`src/rtl/tdm_demux4_if.sv`:
```
// Bus bundle for the 4:1 TDM receive end: serial input side plus recovered lines and status.
// Defining TDM_DEMUX_TRISTATE_EN adds the oe_n output-enable input.
interface tdm_demux4_if #(
  parameter int unsigned WIDTH = 1
);
  logic             en;
  logic             frame_sync;
  logic [WIDTH-1:0] din;
  logic [WIDTH-1:0] d0;
  logic [WIDTH-1:0] d1;
  logic [WIDTH-1:0] d2;
  logic [WIDTH-1:0] d3;
  logic             frame_valid;
  logic [1:0]       slot;
  logic [3:0]       slot_dec;
  logic             locked;
  logic             sync_err;
`ifdef TDM_DEMUX_TRISTATE_EN
  logic             oe_n;

  modport master (
    output en, frame_sync, din, oe_n,
    input  d0, d1, d2, d3, frame_valid, slot, slot_dec, locked, sync_err
  );
  modport slave (
    input  en, frame_sync, din, oe_n,
    output d0, d1, d2, d3, frame_valid, slot, slot_dec, locked, sync_err
  );
`else
  modport master (
    output en, frame_sync, din,
    input  d0, d1, d2, d3, frame_valid, slot, slot_dec, locked, sync_err
  );
  modport slave (
    input  en, frame_sync, din,
    output d0, d1, d2, d3, frame_valid, slot, slot_dec, locked, sync_err
  );
`endif
endinterface

```
`src/rtl/tdm_demux4.sv`:
```
// 4:1 TDM demultiplexer: rebuilds I0..I3 from the serial mux stream, one atomic update per frame.
// Optional macro TDM_DEMUX_TRISTATE_EN: d0..d3 driven through tri-state buffers gated by oe_n.
module tdm_demux4 #(
  parameter int unsigned WIDTH       = 1,
  parameter int unsigned SLOT_CYCLES = 2
) (
  input logic          clk,
  input logic          rst_n,
  tdm_demux4_if.slave  bus
);

  typedef enum logic {HUNT, LOCKED} state_t;

  localparam int unsigned   CW       = (SLOT_CYCLES > 1) ? $clog2(SLOT_CYCLES) : 1;
  localparam logic [CW-1:0] CYC_LAST = CW'(SLOT_CYCLES - 1);

  state_t                  state_q, state_d;
  logic [CW-1:0]           cyc_q, cyc_d;
  logic [1:0]              slot_q, slot_d;
  logic [2:0][WIDTH-1:0]   sh_q, sh_d;
  logic [3:0][WIDTH-1:0]   dout_q, dout_d;
  logic                    fv_q, fv_d;
  logic                    err_q, err_d;

  logic [1:0]              eff_slot;
  logic [CW-1:0]           eff_cyc;
  logic [3:0]              eff_dec;
  logic                    active;
  logic                    sample;

  always_comb begin
    state_d  = state_q;
    cyc_d    = cyc_q;
    slot_d   = slot_q;
    sh_d     = sh_q;
    dout_d   = dout_q;
    fv_d     = 1'b0;
    err_d    = 1'b0;
    eff_slot = slot_q;
    eff_cyc  = cyc_q;
    active   = (state_q == LOCKED);
    sample   = 1'b0;

    if (bus.en) begin
      // A sync forces this cycle to slot 0 / cycle 0; it is only an error away from the frame boundary.
      if (bus.frame_sync) begin
        err_d    = (state_q == LOCKED) && !(slot_q == 2'd0 && cyc_q == '0);
        eff_slot = 2'd0;
        eff_cyc  = '0;
        active   = 1'b1;
        state_d  = LOCKED;
      end

      if (active) begin
        sample = (eff_cyc == CYC_LAST);
        if (sample) begin
          cyc_d  = '0;
          slot_d = 2'(eff_slot + 2'd1);
          if (eff_slot == 2'd3) begin
            dout_d = {bus.din, sh_q[2], sh_q[1], sh_q[0]};
            fv_d   = 1'b1;
          end
        end else begin
          cyc_d  = CW'(eff_cyc + 1'b1);
          slot_d = eff_slot;
        end
      end
    end

    eff_dec = 4'b0001 << eff_slot;
    for (int unsigned i = 0; i < 3; i++) begin
      if (sample && eff_dec[i]) sh_d[i] = bus.din;
    end
  end

  always_ff @(posedge clk or negedge rst_n) begin
    if (!rst_n) begin
      state_q <= HUNT;
      cyc_q   <= '0;
      slot_q  <= '0;
      sh_q    <= '0;
      dout_q  <= '0;
      fv_q    <= 1'b0;
      err_q   <= 1'b0;
    end else begin
      state_q <= state_d;
      cyc_q   <= cyc_d;
      slot_q  <= slot_d;
      sh_q    <= sh_d;
      dout_q  <= dout_d;
      fv_q    <= fv_d;
      err_q   <= err_d;
    end
  end

  assign bus.slot        = slot_q;
  assign bus.slot_dec    = 4'b0001 << slot_q;
  assign bus.locked      = (state_q == LOCKED);
  assign bus.frame_valid = fv_q;
  assign bus.sync_err    = err_q;

`ifdef TDM_DEMUX_TRISTATE_EN
  assign bus.d0 = bus.oe_n ? 'z : dout_q[0];
  assign bus.d1 = bus.oe_n ? 'z : dout_q[1];
  assign bus.d2 = bus.oe_n ? 'z : dout_q[2];
  assign bus.d3 = bus.oe_n ? 'z : dout_q[3];
`else
  assign bus.d0 = dout_q[0];
  assign bus.d1 = dout_q[1];
  assign bus.d2 = dout_q[2];
  assign bus.d3 = dout_q[3];
`endif

endmodule

```
`src/flat_wrapper.sv`:
```
// flat-port wrapper written by rule: the top's interface ports become plain ports
module tdm_demux4_flat 
#(
  parameter int unsigned WIDTH       = 1,
  parameter int unsigned SLOT_CYCLES = 2
)
  (clk, rst_n, bus_en, bus_frame_sync, bus_din, bus_d0, bus_d1, bus_d2, bus_d3, bus_frame_valid, bus_slot, bus_slot_dec, bus_locked, bus_sync_err);
  tdm_demux4_if #(.WIDTH(WIDTH)) bus_i ();
  input logic clk;
  input logic rst_n;
  input wire logic [$bits(bus_i.en)-1:0] bus_en;
  input wire logic [$bits(bus_i.frame_sync)-1:0] bus_frame_sync;
  input wire logic [$bits(bus_i.din)-1:0] bus_din;
  output wire logic [$bits(bus_i.d0)-1:0] bus_d0;
  output wire logic [$bits(bus_i.d1)-1:0] bus_d1;
  output wire logic [$bits(bus_i.d2)-1:0] bus_d2;
  output wire logic [$bits(bus_i.d3)-1:0] bus_d3;
  output wire logic [$bits(bus_i.frame_valid)-1:0] bus_frame_valid;
  output wire logic [$bits(bus_i.slot)-1:0] bus_slot;
  output wire logic [$bits(bus_i.slot_dec)-1:0] bus_slot_dec;
  output wire logic [$bits(bus_i.locked)-1:0] bus_locked;
  output wire logic [$bits(bus_i.sync_err)-1:0] bus_sync_err;
  assign bus_i.en = bus_en;
  assign bus_i.frame_sync = bus_frame_sync;
  assign bus_i.din = bus_din;
  assign bus_d0 = bus_i.d0;
  assign bus_d1 = bus_i.d1;
  assign bus_d2 = bus_i.d2;
  assign bus_d3 = bus_i.d3;
  assign bus_frame_valid = bus_i.frame_valid;
  assign bus_slot = bus_i.slot;
  assign bus_slot_dec = bus_i.slot_dec;
  assign bus_locked = bus_i.locked;
  assign bus_sync_err = bus_i.sync_err;
  tdm_demux4 #(.WIDTH(WIDTH), .SLOT_CYCLES(SLOT_CYCLES)) u_core (.clk(clk), .rst_n(rst_n), .bus(bus_i));
endmodule
```
`config.mk`:
```
export PLATFORM = sky130hd
export DESIGN_NAME = tdm_demux4_flat
export DESIGN_NICKNAME = d
export VERILOG_FILES = /design/src/rtl/tdm_demux4_if.sv /design/src/rtl/tdm_demux4.sv /design/src/flat_wrapper.sv
export SDC_FILE = /design/constraint.sdc
export NUM_CORES = 1
export LEC_CHECK = 0
export ABC_AREA = 0
export CAP_MARGIN = 20
export CORE_MARGIN = 3
export CORE_UTILIZATION = 44
export CTS_BUF_LIST = sky130_fd_sc_hd__clkbuf_16
export DETAILED_ROUTE_END_ITERATION = 6
export MAX_ROUTING_LAYER = met4
export PLACE_DENSITY = 0.84
export SETUP_SLACK_MARGIN = 0.02
export SLEW_MARGIN = 40
export SYNTH_ARGS = -nofsm -noshare
export SYNTH_HDL_FRONTEND = slang
export SYNTH_SLANG_ARGS = --single-unit
```
`constraint.sdc`:
```
create_clock -name clk -period 1.65 [get_ports clk]
set_input_delay 0.33 -clock clk [delete_from_list [all_inputs] [get_ports clk]]
set_output_delay 0.33 -clock clk [all_outputs]
set_load 0.02 [all_outputs]
```
==> impl_metrics.ini <==
[drt]
number_of_drc_violations_after_detailed_routing = 0
detail_route.iter0.violations = 16
detail_route.first_pass.iterations = 4
post_drt_via_cell_ratio = 5.169
num_vias = 460
postRouteAntennaNets = 0
wl_per_cell_um = 14.17
drt_wl_total_mm = 1.261

[sta]
timing.clock.skew_ns = 0.001665
finalWorstPathRequiredPeriod_ns = 1.552
max_clock_freq_mhz = 644.5
holdWs_ns = 0.3903
grt_setup_unrepaired = no
worst_slew_pin_slew_ns = 0.2683
worst_slack_ns = 0.09846
endpoints_failing_hold = 0
timing.slew.headroom_pct = 82.11
final_setup_violating_endpoints = 0
maxSlewViolCount = 0
final_min_period_over_clock_period_pct = 94.03
setup_tns_ns = 0

[clock_network]
clock_sinks = 13
cts_inserted_buffers = 3
clk_pin_slew_worst_paths_ns = 0.04
cts_max_level = 1
clock-root-buffer = sky130_fd_sc_hd__clkbuf_16
insertion_delay_ns = 0.24
cts_tree = done
cts.path.max_buffers = 2
cts_setup_buffers = 0

[worst_setup_path]
critical_path.top_delay_family = flip-flops
crit-reg2reg-capture = u_core.sh_q[1]$_DFFE_PN0P_
cp.required_ns = 1.32
cp-startpoint = u_core.bus.slot[0]$_DFFE_PN0P_
worst_setup_path_end_kind = output pin
reg2reg_slack_ns = 0.29
critPathKind = reg -> out
path_depth = 2
crit_slowest_cell = sky130_fd_sc_hd__dfrtp_1
timing.critical_path.fanout_max = 6
setup.worst_path.end = bus_slot_dec[2]
r2r-start = u_core.cyc_q$_DFFE_PN0P_
critical-path-max-stage-delay_ns = 0.42
worst-path-buf-inv = 1
start_kind = register
critical_path.cell_chain = and2b_1 -> dlygate4sd2_1
worst_r2r_path_depth = 3
cp_arrival_ns = 1.22

[cells_and_area]
nets = 81
cell_area_after_layout_um2 = 909.6
mostFrequentLayoutCell = sky130_fd_sc_hd__dfrtp_1
most_frequent_cells_in_the_layout = sky130_fd_sc_hd__dfrtp_1, sky130_fd_sc_hd__clkdlybuf4s50_1, sky130_fd_sc_hd__buf_4
antenna_diode_count = 0
fillerInstances = 79
post_route_cells_drive_above_1_share_pct = 28.00
regArea_um2 = 326.6
area_of_combinational_cells_with_multiple_inputs_um2 = 256.5
layout-area-overhead-vs-synth_pct = 51.77

[grt]
grt_first_pass_wirelength_mm = 2.311
groute.usage.overall_pct = 18.16
grt_pass1_vias = 498
antenna_violations_before_repair = 0
grt_start_max_net_pins = 14
grt_overflow_total = 0

[floorplan]
initial_core_util_pct = 50.53
die_y_um = 42.91
placement_rows = 12
floorplan.die_area_um2 = 1841
floorplan.core_area_um2 = 1186
dieWidth_um = 42.91
boundaryPins = 18

[power_and_ir_drop]
ir_worst_vdd_v = 0.001116
total_power_uw = 1435
cellLeakagePower_uw = 0.0004472
power_density_nw_per_um2 = 1578

[yosys]
post_synth_inst_count = 48
top_area_cell_type_share_of_the_netlist_area_pct = 54.28
yosys_register_bits = 13
post_synth_main_area_contributors = sky130_fd_sc_hd__dfrtp_1, sky130_fd_sc_hd__mux2_2, sky130_fd_sc_hd__nand4b_4
synth_warn = 0
synth_top_cell_by_area = sky130_fd_sc_hd__dfrtp_1
syn-cell-area_um2 = 599.3
synth.lib_cells_used.distinct = 22
syn_area_per_cell_um2 = 12.49
synth-seq-area-share_pct = 54.28
synth_nets = 53

[run]
drv_cap = 0

[min_path]
hold_path.class = in -> async

[place]
gp_congestion = 0.8177
place.port_buffers = 17
placed_area_um2 = 837.1
dp_worst_setup_slack_ns = -0.06394
dp_hpwl_um = 960.6

[run_status]
run_status = complete, no violations
## worst min path at each step
stage | startpoint | end | slack, ns | cells past startpoint
6_report | rst_n | u_core.bus.d2$_DFFE_PN0P_ | 0.39 | 2
5_1_grt | rst_n | u_core.bus.d2$_DFFE_PN0P_ | 0.40 | 2
4_1_cts | rst_n | u_core.bus.d2$_DFFE_PN0P_ | 0.39 | 2
3_5_place_dp | u_core.sh_q[1]$_DFFE_PN0P_ | u_core.sh_q[1]$_DFFE_PN0P_ | 0.48 | 1
3_3_place_gp | u_core.bus.d3$_DFFE_PN0P_ | u_core.bus.d3$_DFFE_PN0P_ | 0.47 | 1
2_1_floorplan | rst_n | u_core.bus.d0$_DFFE_PN0P_ | 0.03 | 0
## final cells by class
class / instances / area share (%)
Clock buffer: 3 / 8.253
Sequential cell: 13 / 35.90
Timing Repair Buffer: 25 / 24.48
Tap cell: 14 / 1.926
Clock inverter: 1 / 0.4127
Multi-Input combinational cell: 31 / 28.20
Inverter: 2 / 0.8253
## cell usage after synthesis
master and n:
sky130_fd_sc_hd__dfrtp_1 13, sky130_fd_sc_hd__mux2_2 4, sky130_fd_sc_hd__nand3_1 3, sky130_fd_sc_hd__nor2_1 3
sky130_fd_sc_hd__and2b_1 2, sky130_fd_sc_hd__buf_2 2, sky130_fd_sc_hd__inv_1 2, sky130_fd_sc_hd__mux2_1 2
sky130_fd_sc_hd__nand2_1 2, sky130_fd_sc_hd__nor2b_1 2, sky130_fd_sc_hd__nor3_1 2, sky130_fd_sc_hd__a21o_1 1
sky130_fd_sc_hd__a21oi_1 1, sky130_fd_sc_hd__a311o_1 1, sky130_fd_sc_hd__a31oi_1 1, sky130_fd_sc_hd__mux2_4 1
sky130_fd_sc_hd__nand2b_4 1, sky130_fd_sc_hd__nand4b_4 1, sky130_fd_sc_hd__nor2_4 1, sky130_fd_sc_hd__nor3b_2 1
sky130_fd_sc_hd__o21ai_0 1, sky130_fd_sc_hd__o31ai_1 1
## state kept, by name (all words and copies together) (netlist names)
name / count
u_core.sh_q: 3
u_core.bus.slot: 2
u_core.bus.d0: 1
u_core.bus.d1: 1
u_core.bus.d2: 1
u_core.bus.d3: 1
u_core.bus.frame_valid: 1
u_core.bus.locked: 1
u_core.bus.sync_err: 1
u_core.cyc_q: 1
## through the flow
stage	util (%)	std cells
global placement	70.57	85
CTS	76.69	89
floorplan	-	48
detailed placement	70.57	85
finish	76.69	89
global route	76.69	89
## power breakdown
| part | internal, uW | leakage (uW) | switching, uW | total (uW) |
|---|---|---|---|---|
| Combinational | 258 | 0.000244 | 238 | 496 |
| Clock | 319 | 0.0000423 | 128 | 447 |
| Sequential | 417 | 0.000161 | 74.6 | 492 |
## timing repair
action	in CTS	in global routing
setup endpoints to repair	6	0
hold endpoints to repair	0	0
gates resized for setup	7	0
hold buffers	0	0
## cells by family after synthesis
| family | after synthesis | synth area share, % |
|---|---|---|
| flops | 13 | 54.28 |
| buf+inv | 4 | 2.923 |
| compound gates | 6 | 6.889 |
| mux | 7 | 13.78 |
| simple gates | 18 | 22.13 |
## layer usage
| layer | track usage (%) | up-vias | part of all wire, % |
|---|---|---|---|
| met2 | 27.84 | 23 | 48 |
| met5 | - | - | 0 |
| met1 | 20.74 | 207 | 40 |
| met3 | 5.085 | 5 | 8.6 |
| met4 | 11.18 | 0 | 2.9 |
| li1 | - | 225 | - |
## worst reg2reg max path, cell delays in order, from the launching register on
cell and delay, ns:
sky130_fd_sc_hd__dfrtp_1 0.48, sky130_fd_sc_hd__nand4b_4 0.19, sky130_fd_sc_hd__nor3b_2 0.23, sky130_fd_sc_hd__mux2_1 0.34
Power figures use the tool's default switching activity.
